**src/rtl/rpn_tokenizer.sv**
```systemverilog
// Byte-stream tokenizer for RPN expressions: numbers, operators and end-of-line into a FWFT token FIFO.
// Define RPN_TOK_OVF_SAT_EN to saturate the number accumulator on overflow instead of wrapping.
module rpn_tokenizer #(
    parameter int unsigned DATA_W     = 16,
    parameter int unsigned FIFO_DEPTH = 4
) (
    input  logic              clk,
    input  logic              rst_n,
    input  logic [7:0]        rx_data,
    input  logic              rx_ready,
    output logic              tok_valid,
    input  logic              tok_ready,
    output logic [1:0]        tok_kind,
    output logic [DATA_W-1:0] tok_value,
    output logic              err_char,
    output logic              err_drop,
    output logic              ovf
);

    localparam int unsigned PW = (FIFO_DEPTH > 1) ? $clog2(FIFO_DEPTH) : 1;
    localparam int unsigned CW = $clog2(FIFO_DEPTH + 1);
    localparam int unsigned AW = DATA_W + 4;

    localparam logic [1:0] K_NUM = 2'b00;
    localparam logic [1:0] K_OP  = 2'b01;
    localparam logic [1:0] K_EOL = 2'b10;

    typedef enum logic [1:0] {IDLE, NUM, PEND} state_t;

    state_t            state, state_n;
    logic [DATA_W-1:0] acc, acc_n;
    logic [1:0]        pend_kind, pend_kind_n;
    logic [DATA_W-1:0] pend_value, pend_value_n;
    logic              ovf_q, ovf_set;
    logic              err_char_q, err_drop_q;
    logic              bad_char, byte_drop;

    logic              push;
    logic [1:0]        push_kind;
    logic [DATA_W-1:0] push_value;

    logic              is_digit, is_sep, is_op, is_lf;
    logic [AW-1:0]     mac;
    logic              mac_ovf;

    logic [1:0]        mem_kind  [FIFO_DEPTH];
    logic [DATA_W-1:0] mem_value [FIFO_DEPTH];
    logic [PW-1:0]     wr_ptr, rd_ptr;
    logic [CW-1:0]     count;
    logic              full, pop, push_ok, push_lost;

    assign is_digit = (rx_data >= 8'h30) && (rx_data <= 8'h39);
    assign is_sep   = (rx_data == 8'h20) || (rx_data == 8'h0D);
    assign is_op    = (rx_data == 8'h2B) || (rx_data == 8'h2D) ||
                      (rx_data == 8'h2A) || (rx_data == 8'h2F);
    assign is_lf    = (rx_data == 8'h0A);

    // Full-width multiply-accumulate so overflow is judged on the untruncated result.
    assign mac     = AW'(acc) * AW'(10) + AW'(rx_data[3:0]);
    assign mac_ovf = |mac[AW-1:DATA_W];

    always_comb begin
        state_n      = state;
        acc_n        = acc;
        pend_kind_n  = pend_kind;
        pend_value_n = pend_value;
        ovf_set      = 1'b0;
        bad_char     = 1'b0;
        byte_drop    = 1'b0;
        push         = 1'b0;
        push_kind    = K_NUM;
        push_value   = '0;
        case (state)
            PEND: begin
                push       = 1'b1;
                push_kind  = pend_kind;
                push_value = pend_value;
                byte_drop  = rx_ready;
                state_n    = IDLE;
            end
            NUM: begin
                if (rx_ready) begin
                    if (is_digit) begin
                        ovf_set = mac_ovf;
`ifdef RPN_TOK_OVF_SAT_EN
                        acc_n = mac_ovf ? '1 : mac[DATA_W-1:0];
`else
                        acc_n = mac[DATA_W-1:0];
`endif
                    end else if (is_sep) begin
                        push       = 1'b1;
                        push_value = acc;
                        acc_n      = '0;
                        state_n    = IDLE;
                    end else if (is_op || is_lf) begin
                        push         = 1'b1;
                        push_value   = acc;
                        acc_n        = '0;
                        pend_kind_n  = is_lf ? K_EOL : K_OP;
                        pend_value_n = is_lf ? '0 : DATA_W'(rx_data);
                        state_n      = PEND;
                    end else begin
                        bad_char = 1'b1;
                        acc_n    = '0;
                        state_n  = IDLE;
                    end
                end
            end
            default: begin
                if (rx_ready) begin
                    if (is_digit) begin
                        acc_n   = DATA_W'(rx_data[3:0]);
                        state_n = NUM;
                    end else if (is_op || is_lf) begin
                        push       = 1'b1;
                        push_kind  = is_lf ? K_EOL : K_OP;
                        push_value = is_lf ? '0 : DATA_W'(rx_data);
                    end else if (!is_sep) begin
                        bad_char = 1'b1;
                        acc_n    = '0;
                    end
                end
            end
        endcase
    end

    always_ff @(posedge clk) begin
        if (!rst_n) begin
            state      <= IDLE;
            acc        <= '0;
            pend_kind  <= K_NUM;
            pend_value <= '0;
            ovf_q      <= 1'b0;
            err_char_q <= 1'b0;
            err_drop_q <= 1'b0;
        end else begin
            state      <= state_n;
            acc        <= acc_n;
            pend_kind  <= pend_kind_n;
            pend_value <= pend_value_n;
            ovf_q      <= ovf_q | ovf_set;
            err_char_q <= bad_char;
            err_drop_q <= byte_drop | push_lost;
        end
    end

    // A full FIFO still accepts a push when the head is popped on the same edge.
    assign full      = (count == CW'(FIFO_DEPTH));
    assign pop       = tok_valid && tok_ready;
    assign push_ok   = push && (!full || pop);
    assign push_lost = push && full && !pop;

    always_ff @(posedge clk) begin
        if (push_ok) begin
            mem_kind[wr_ptr]  <= push_kind;
            mem_value[wr_ptr] <= push_value;
        end
    end

    always_ff @(posedge clk) begin
        if (!rst_n) begin
            wr_ptr <= '0;
            rd_ptr <= '0;
            count  <= '0;
        end else begin
            if (push_ok)
                wr_ptr <= wr_ptr + PW'(1);
            if (pop)
                rd_ptr <= rd_ptr + PW'(1);
            if (push_ok && !pop)
                count <= count + CW'(1);
            else if (pop && !push_ok)
                count <= count - CW'(1);
        end
    end

    assign tok_valid = (count != '0);
    assign tok_kind  = tok_valid ? mem_kind[rd_ptr]  : 2'b00;
    assign tok_value = tok_valid ? mem_value[rd_ptr] : '0;
    assign err_char  = err_char_q;
    assign err_drop  = err_drop_q;
    assign ovf       = ovf_q;

endmodule

```
**config.mk**
```make
export PLATFORM = sky130hd
export DESIGN_NAME = rpn_tokenizer
export DESIGN_NICKNAME = d
export VERILOG_FILES = /design/src/rtl/rpn_tokenizer.sv
export SDC_FILE = /design/constraint.sdc
export NUM_CORES = 1
export LEC_CHECK = 0
export ABC_AREA = 1
export BUFFER_PORTS_ARGS = -buffer_cell sky130_fd_sc_hd__buf_2
export CAP_MARGIN = 20
export CORE_MARGIN = 2
export CORE_UTILIZATION = 49
export CTS_BUF_LIST = sky130_fd_sc_hd__clkbuf_4 sky130_fd_sc_hd__clkbuf_8
export CTS_CLUSTER_SIZE = 24
export DETAILED_ROUTE_END_ITERATION = 7
export PLACE_DENSITY_LB_ADDON = 0.3
export RECOVER_POWER = 100
export REMOVE_ABC_BUFFERS = 1
export SLEW_MARGIN = 20
export SYNTH_ARGS = -nofsm -noshare
export SYNTH_HDL_FRONTEND = slang
export SYNTH_SLANG_ARGS = --single-unit
```
**constraint.sdc**
```tcl
create_clock -name clk -period 2.8 [get_ports clk]
set_input_delay 0.28 -clock clk [delete_from_list [all_inputs] [get_ports clk]]
set_output_delay 0.28 -clock clk [all_outputs]
set_load 0.01 [all_outputs]
```
# Word level (Yosys, flattened, before mapping)
# Memories as Yosys holds them, arrays and structs flattened. A register that Yosys moved wholly into a read port is not among the register bits.
# Index checks and enable logic that the tools add are counted.
[totals]
ramBits = 72
mem_count = 2
reg_bits = 46
[classes]
order_cmp = 2
add_sub_neg = 5
n_mul = 1
n_reduce_logical = 24
n_eq_ne = 14
n_bitwise = 5
n_mux = 58
[mem_list]
columns = ["memory", "depth", "width", "read_ports", "rd_ports_with_merged_regs", "wr", "line", "rtl"]
rows = [
  ["mem_value", 4, 16, 1, 1, 1, "47", "logic [DATA_W-1:0] mem_value [FIFO_DEPTH];"],
  ["mem_kind", 4, 2, 1, 1, 1, "46", "logic [1:0] mem_kind [FIFO_DEPTH];"],
]
[ops]
columns = ["cell", "n"]
rows = [
  ["2-to-1 mux 16 bit", 11],
  ["one-hot mux 16 bit (2 select lines)", 2],
  ["equality test 8 x 6 -> 1 bit (second input constant)", 5],
  ["2-to-1 mux 8 bit", 4],
  ["2-to-1 mux 2 bit", 15],
  ["adder 20 x 4 -> 20 bit", 1],
  ["2-to-1 mux 1 bit", 20],
  ["multiplier 16 x 3 -> 19 bit (second input constant)", 1],
  ["equality test 8 x 4 -> 1 bit (second input constant)", 2],
  [">= comparator 8 x 6 -> 1 bit (second input constant)", 1],
  ["less-or-equal comparator 8 x 6 -> 1 bit (second input constant)", 1],
  ["one-hot mux 2 bit (2 select lines)", 2],
  ["AND reduction 4 bit", 2],
  ["logical AND 1 bit", 7],
  ["logical OR 1 bit", 6],
  ["2-to-1 mux 3 bit", 2],
  ["!= test 3 x 2 -> 1 bit (second input constant)", 2],
  ["nonzero test 3 bit", 2],
  ["AND reduction 5 bit", 1],
  ["adder 2 x 1 -> 2 bit (second input constant)", 2],
  ["!= test 2 bit (second input constant)", 2],
  ["one-hot mux 1 bit (2 select lines)", 2],
  ["nonzero test 2 bit", 2],
  ["OR reduction 4 bit", 1],
  ["other kinds (8)", 13],
]

# Longest topological paths before layout
[logic_depth]
word_depth = 15
mapped_depth = 20
depth_no_buf = 19

# Least setup slack after synthesis
# Ideal clock, no wire load.
[synth_path]
kind = "reg2reg"
from = "register acc[1]"
to = "register ovf_q, in the netlist ovf"
arrival_time_ns = 2.528
required_time_ns = 2.669
synth_period_minus_slack_ns = 2.659
setup_slack_ns = 0.141
path_stages_with_launch = 19
setup_ns = 0.131
n_path_buf = 0
cell_sequence = "dfxtp_1 ha_1 ha_1 fa_1 nand2_1 nor2_1 nand2_1 nand2_1 nand2_1 nor2_4 nand4_4 nor2_4 nand2_1 nand2_1 nand2_1 nor2_1 nand2_1 nand2_1 a21oi_2"
[synth_between]
elab_chain_len = 7
[synth_lines]
columns = ["item", "line", "rtl"]
rows = [
  ["start, declared", "31", "logic [DATA_W-1:0] acc, acc_n;"],
  ["start signal, assigned", "138", "acc <= acc_n;"],
  ["multiplier 16 x 3 -> 19 bit", "59", "assign mac = AW'(acc) * AW'(10) + AW'(rx_data[3:0]);"],
  ["adder 20 x 4 -> 20 bit", "59", ""],
  ["OR reduction 4 bit", "60", "assign mac_ovf = |mac[AW-1:DATA_W];"],
  ["2-to-1 mux 1 bit", "83", "if (is_digit) begin"],
  ["2-to-1 mux 1 bit", "82", "if (rx_ready) begin"],
  ["2-to-1 mux 1 bit", "73", "case (state)"],
  ["bitwise OR 1 bit", "141", "ovf_q <= ovf_q | ovf_set;"],
  ["end signal, assigned", "141", ""],
  ["end, declared", "34", "logic ovf_q, ovf_set;"],
]
# No other way between the ends.
# A chain may end at the register's enable or synchronous reset.

# Worst setup path after layout
# Same ends and word-level chain as after synthesis.

==> out/metrics.yaml <==
cp-end-kind: "register"
nFillCells: 1212
hpwlAfterDp_um: 10500
critPathKind: "register to register"
cp-endpoint: "ovf"
clk_pin_slew_ns: 0.11
drc: 0
num_rows: 41
drive_above_1_share_pct: 15.8
cp_cell_sequence: "ha_4 > ha_4 > fa_2 > nand2_1 > nor2_1 > nand2_1 > nand2_1 > nand2_2 > nor2_4 > nand4_4 > nor2_4 > nand2_2 > nand2_1 > nand2_1 > nor2_1 > nand2_1 > nand2_1 > a21oi_2"
yosys_warnings: 0
num_io_pins: 34
viasPerCell: 5.22
ant_nets: 0
firstDrtPassIters: 4
antenna_found_initial: 0
crit_slowest_cell: "fa_2"
grtUsageTotal_pct: 21.4
cts_buffers: 9
grt_pass1_wl_um: 23900
min_period_over_period_pct: 95.5
globalRouteMet3Util_pct: 2.61
startpoint: "acc[1]"
layout.nets: 894
setup_viol: 0
switching_power_w: 0.00153
r2r_end: "ovf"
avgSynthCellArea_sq_um: 8.16
fin_util_pct: 56.6
syn_inst: 790
clkPwrFrac_pct: 21.2
clkSinkCount: 112
grt.overflow.total: 0
fmax_mhz: 374
skew_ns: 0.0206
die_y_um: 119
use_met1_pct: 29.1
synthDistinctLibCells: 42
drt_iter0_drc: 339
clk_path_buf_depth: 2
grt_busiest_layer: "met2"
leakage_nw: 3.00
max-vdd-ir-drop_mv: 0.285
multi_input_area_sq_um: 3100
clk_latency_ns: 0.38
place.gp.congestion: 0.911
status: "finished, final reports clean"
r2r-start: "acc[1]"
rr_worst_depth: 18
die_w_um: 119
worst_pin_slew_ns: 0.710
cp.required_ns: 3.04
synth-seq-cells: 112
hold_slack_ns: 0.243
swShare_pct: 36.2
io_buffers: 33
arrival_ns: 2.91
slew_headroom_pct: 52.6
use_met2_pct: 35.4
power_frac_comb_pct: 33.1
regToRegSetupSlack_ns: 0.13
start_util_pct: 50.7
critPathMaxStageDelay_ns: 0.56
h-tree-depth: 3
grt_pass1_vias: 4981
core_area_sq_um: 12700
final-seq-area_sq_um: 2980
holdBufCountCts: 0
pwr-share-seq_pct: 45.7
period_minus_slack_ns: 2.67
syn_area_sq_um: 6440
crit_top_cell: "nand2_1"
maxCapViolCount: 0
wl_um: 14500
die_area_sq_um: 14100
num_antenna_cells: 0
area_growth_pct: 11.6
grt_max_degree: 37
worst_hold_path_type: "input pin to register"
clockRootBuffer: "clkbuf_8"
tritoncts: "yes"
fin_cells: 1018
tns_ns: 0
hold_viol: 0
placed_cells: 996
route.vias.total: 5311
drt-wirelength-per-cell_um: 14.2
p_int_w: 0.00270
start_kind: "register"
ys_seq_area_share_pct: 46.0
power_density_nw_per_um2: 587
slew_viol_final: 0
cp_max_fo: 4
-- what timing repair did --
item,CTS,global route
pin swaps,8,7
buffers inserted,2,4
resized for setup,5,23
endpoints found under the setup margin,1,3
gates cloned,0,0
-- placed cells by master (no fill, tap or decap), types with 3 or more instances in the layout --
cell type,Yosys,final
buf_4,2,20
ha_4,0,4
o22ai_1,4,4
ha_2,0,4
clkbuf_1,12,7
dfxtp_2,0,11
nor2_2,8,6
nand2_4,3,3
clkinv_1,3,3
nand3_1,48,47
nor2_4,3,4
edfxtp_1,72,72
inv_1,94,94
a211oi_1,4,4
buf_2,1,29
a31oi_1,7,7
or2_2,3,3
o211ai_1,3,3
nor2_1,121,122
nand3_2,9,10
o21ai_0,60,61
ha_1,38,30
nand2_2,13,15
clkbuf_8,0,9
dfxtp_1,40,29
a21oi_1,56,55
nor3_1,10,10
nand2_1,141,139
nand4_1,12,12
-- metrics by stage --
step | total power [W] | area, sq um | worst slack (ns)
6_report | 0.00423 | 7190 | 0.125
5_1_grt | 0.00448 | 7190 | -0.0148
4_1_cts | 0.00423 | 7140 | 0.0140
3_5_place_dp | 0.00335 | 6920 | 0.0193
3_3_place_gp | 0.00333 | 6920 | 0.100
2_1_floorplan | 0.00283 | 6370 | 0.133
-- cell usage after synthesis, drive strengths merged --
master / count / area [sq um]
nor3: 10 / 50.1
dfxtp: 40 / 801
a31oi: 7 / 43.8
fa: 3 / 60.1
o221ai: 2 / 17.5
a21o: 1 / 7.51
o21bai: 1 / 7.51
or2: 3 / 18.8
and2: 1 / 6.26
nand3: 57 / 330
nand4: 13 / 96.3
a21oi: 57 / 289
o21a: 1 / 7.51
nor2: 132 / 538
clkbuf: 12 / 45.0
buf: 6 / 31.3
a211oi: 4 / 30.0
a32oi: 1 / 16.3
a31o: 1 / 8.76
clkinv: 3 / 11.3
o22ai: 4 / 25.0
inv: 96 / 360
o2111ai: 1 / 8.76
o21ai: 62 / 314
nand2: 157 / 644
a22oi: 1 / 7.51
xnor2: 1 / 8.76
ha: 38 / 475
o211ai: 3 / 22.5
edfxtp: 72 / 2160
-- state kept, by name, indices dropped and copies added, names as in the netlist, 2 cells and up, named ones only --
register / count
wr_ptr: 2
acc: 16
pend_kind: 2
mem_value: 64
pend_value: 8
state: 2
rd_ptr: 2
count: 3
mem_kind: 8
-- per-layer routing --
| layer | routed length (um) | vias to the layer above |
|---|---|---|
| met5 | 0 | - |
| met4 | 225 | 0 |
| met3 | 544 | 16 |
| met2 | 6810 | 108 |
| met1 | 6920 | 2437 |
| li1 | - | 2750 |
-- worst max-delay path: cells and delay by family (launching register included) --
kind	cells	cell delay, ns
flip-flops	1	0.35
AND/OR/NAND/NOR	14	1.16
AO/OA/AOI/OAI	1	0.05
adder cells (fa/ha/maj)	3	0.96
-- area by class of cell --
cell class | instances | area share (%)
clock buffer | 10 | 1.83
clock inverter | 6 | 0.713
inverter | 99 | 5.17
multi-input combinational | 561 | 43.1
sequential | 112 | 41.4
tap | 172 | 2.99
timing repair buffer | 58 | 4.82
-- power groups by stage --
stage | sequential (W) | clock, W | combinational (W)
floorplan | 0.00199 | 0 | 0.000840
global placement | 0.00196 | 0 | 0.00137
detailed placement | 0.00196 | 0 | 0.00138
CTS | 0.00193 | 0.000906 | 0.00139
global route | 0.00195 | 0.000957 | 0.00158
finish | 0.00193 | 0.000897 | 0.00140
-- worst min-delay path by stage --
stage                        from            end  slack [ns]  cells after the start
finish                 rx_data[0]  pend_value[0]        0.24                      3
detailed placement  pend_value[4]  pend_value[4]        0.44                      2
floorplan                   rst_n        acc[14]        0.40                      1
CTS                    rx_data[1]  pend_value[1]        0.22                      3
global placement    pend_value[4]  pend_value[4]        0.44                      2
global route           rx_data[0]  pend_value[0]        0.24                      3
-- logic make-up (layout without fill, tap and decap cells) --
group                      count (synthesis)  count (layout)  share of synthesized area, %
and+or+nand+nor                          373             373                          26.1
AOI/OAI and AO/OA                        146             146                          12.5
buffers and inverters                    117             173                          6.95
DFF                                      112             112                          46.0
adders and majority gates                 41              41                          8.31
xor gates and xnor gates                   1               1                         0.136
Note: power is estimated with default switching activity, not from simulation.
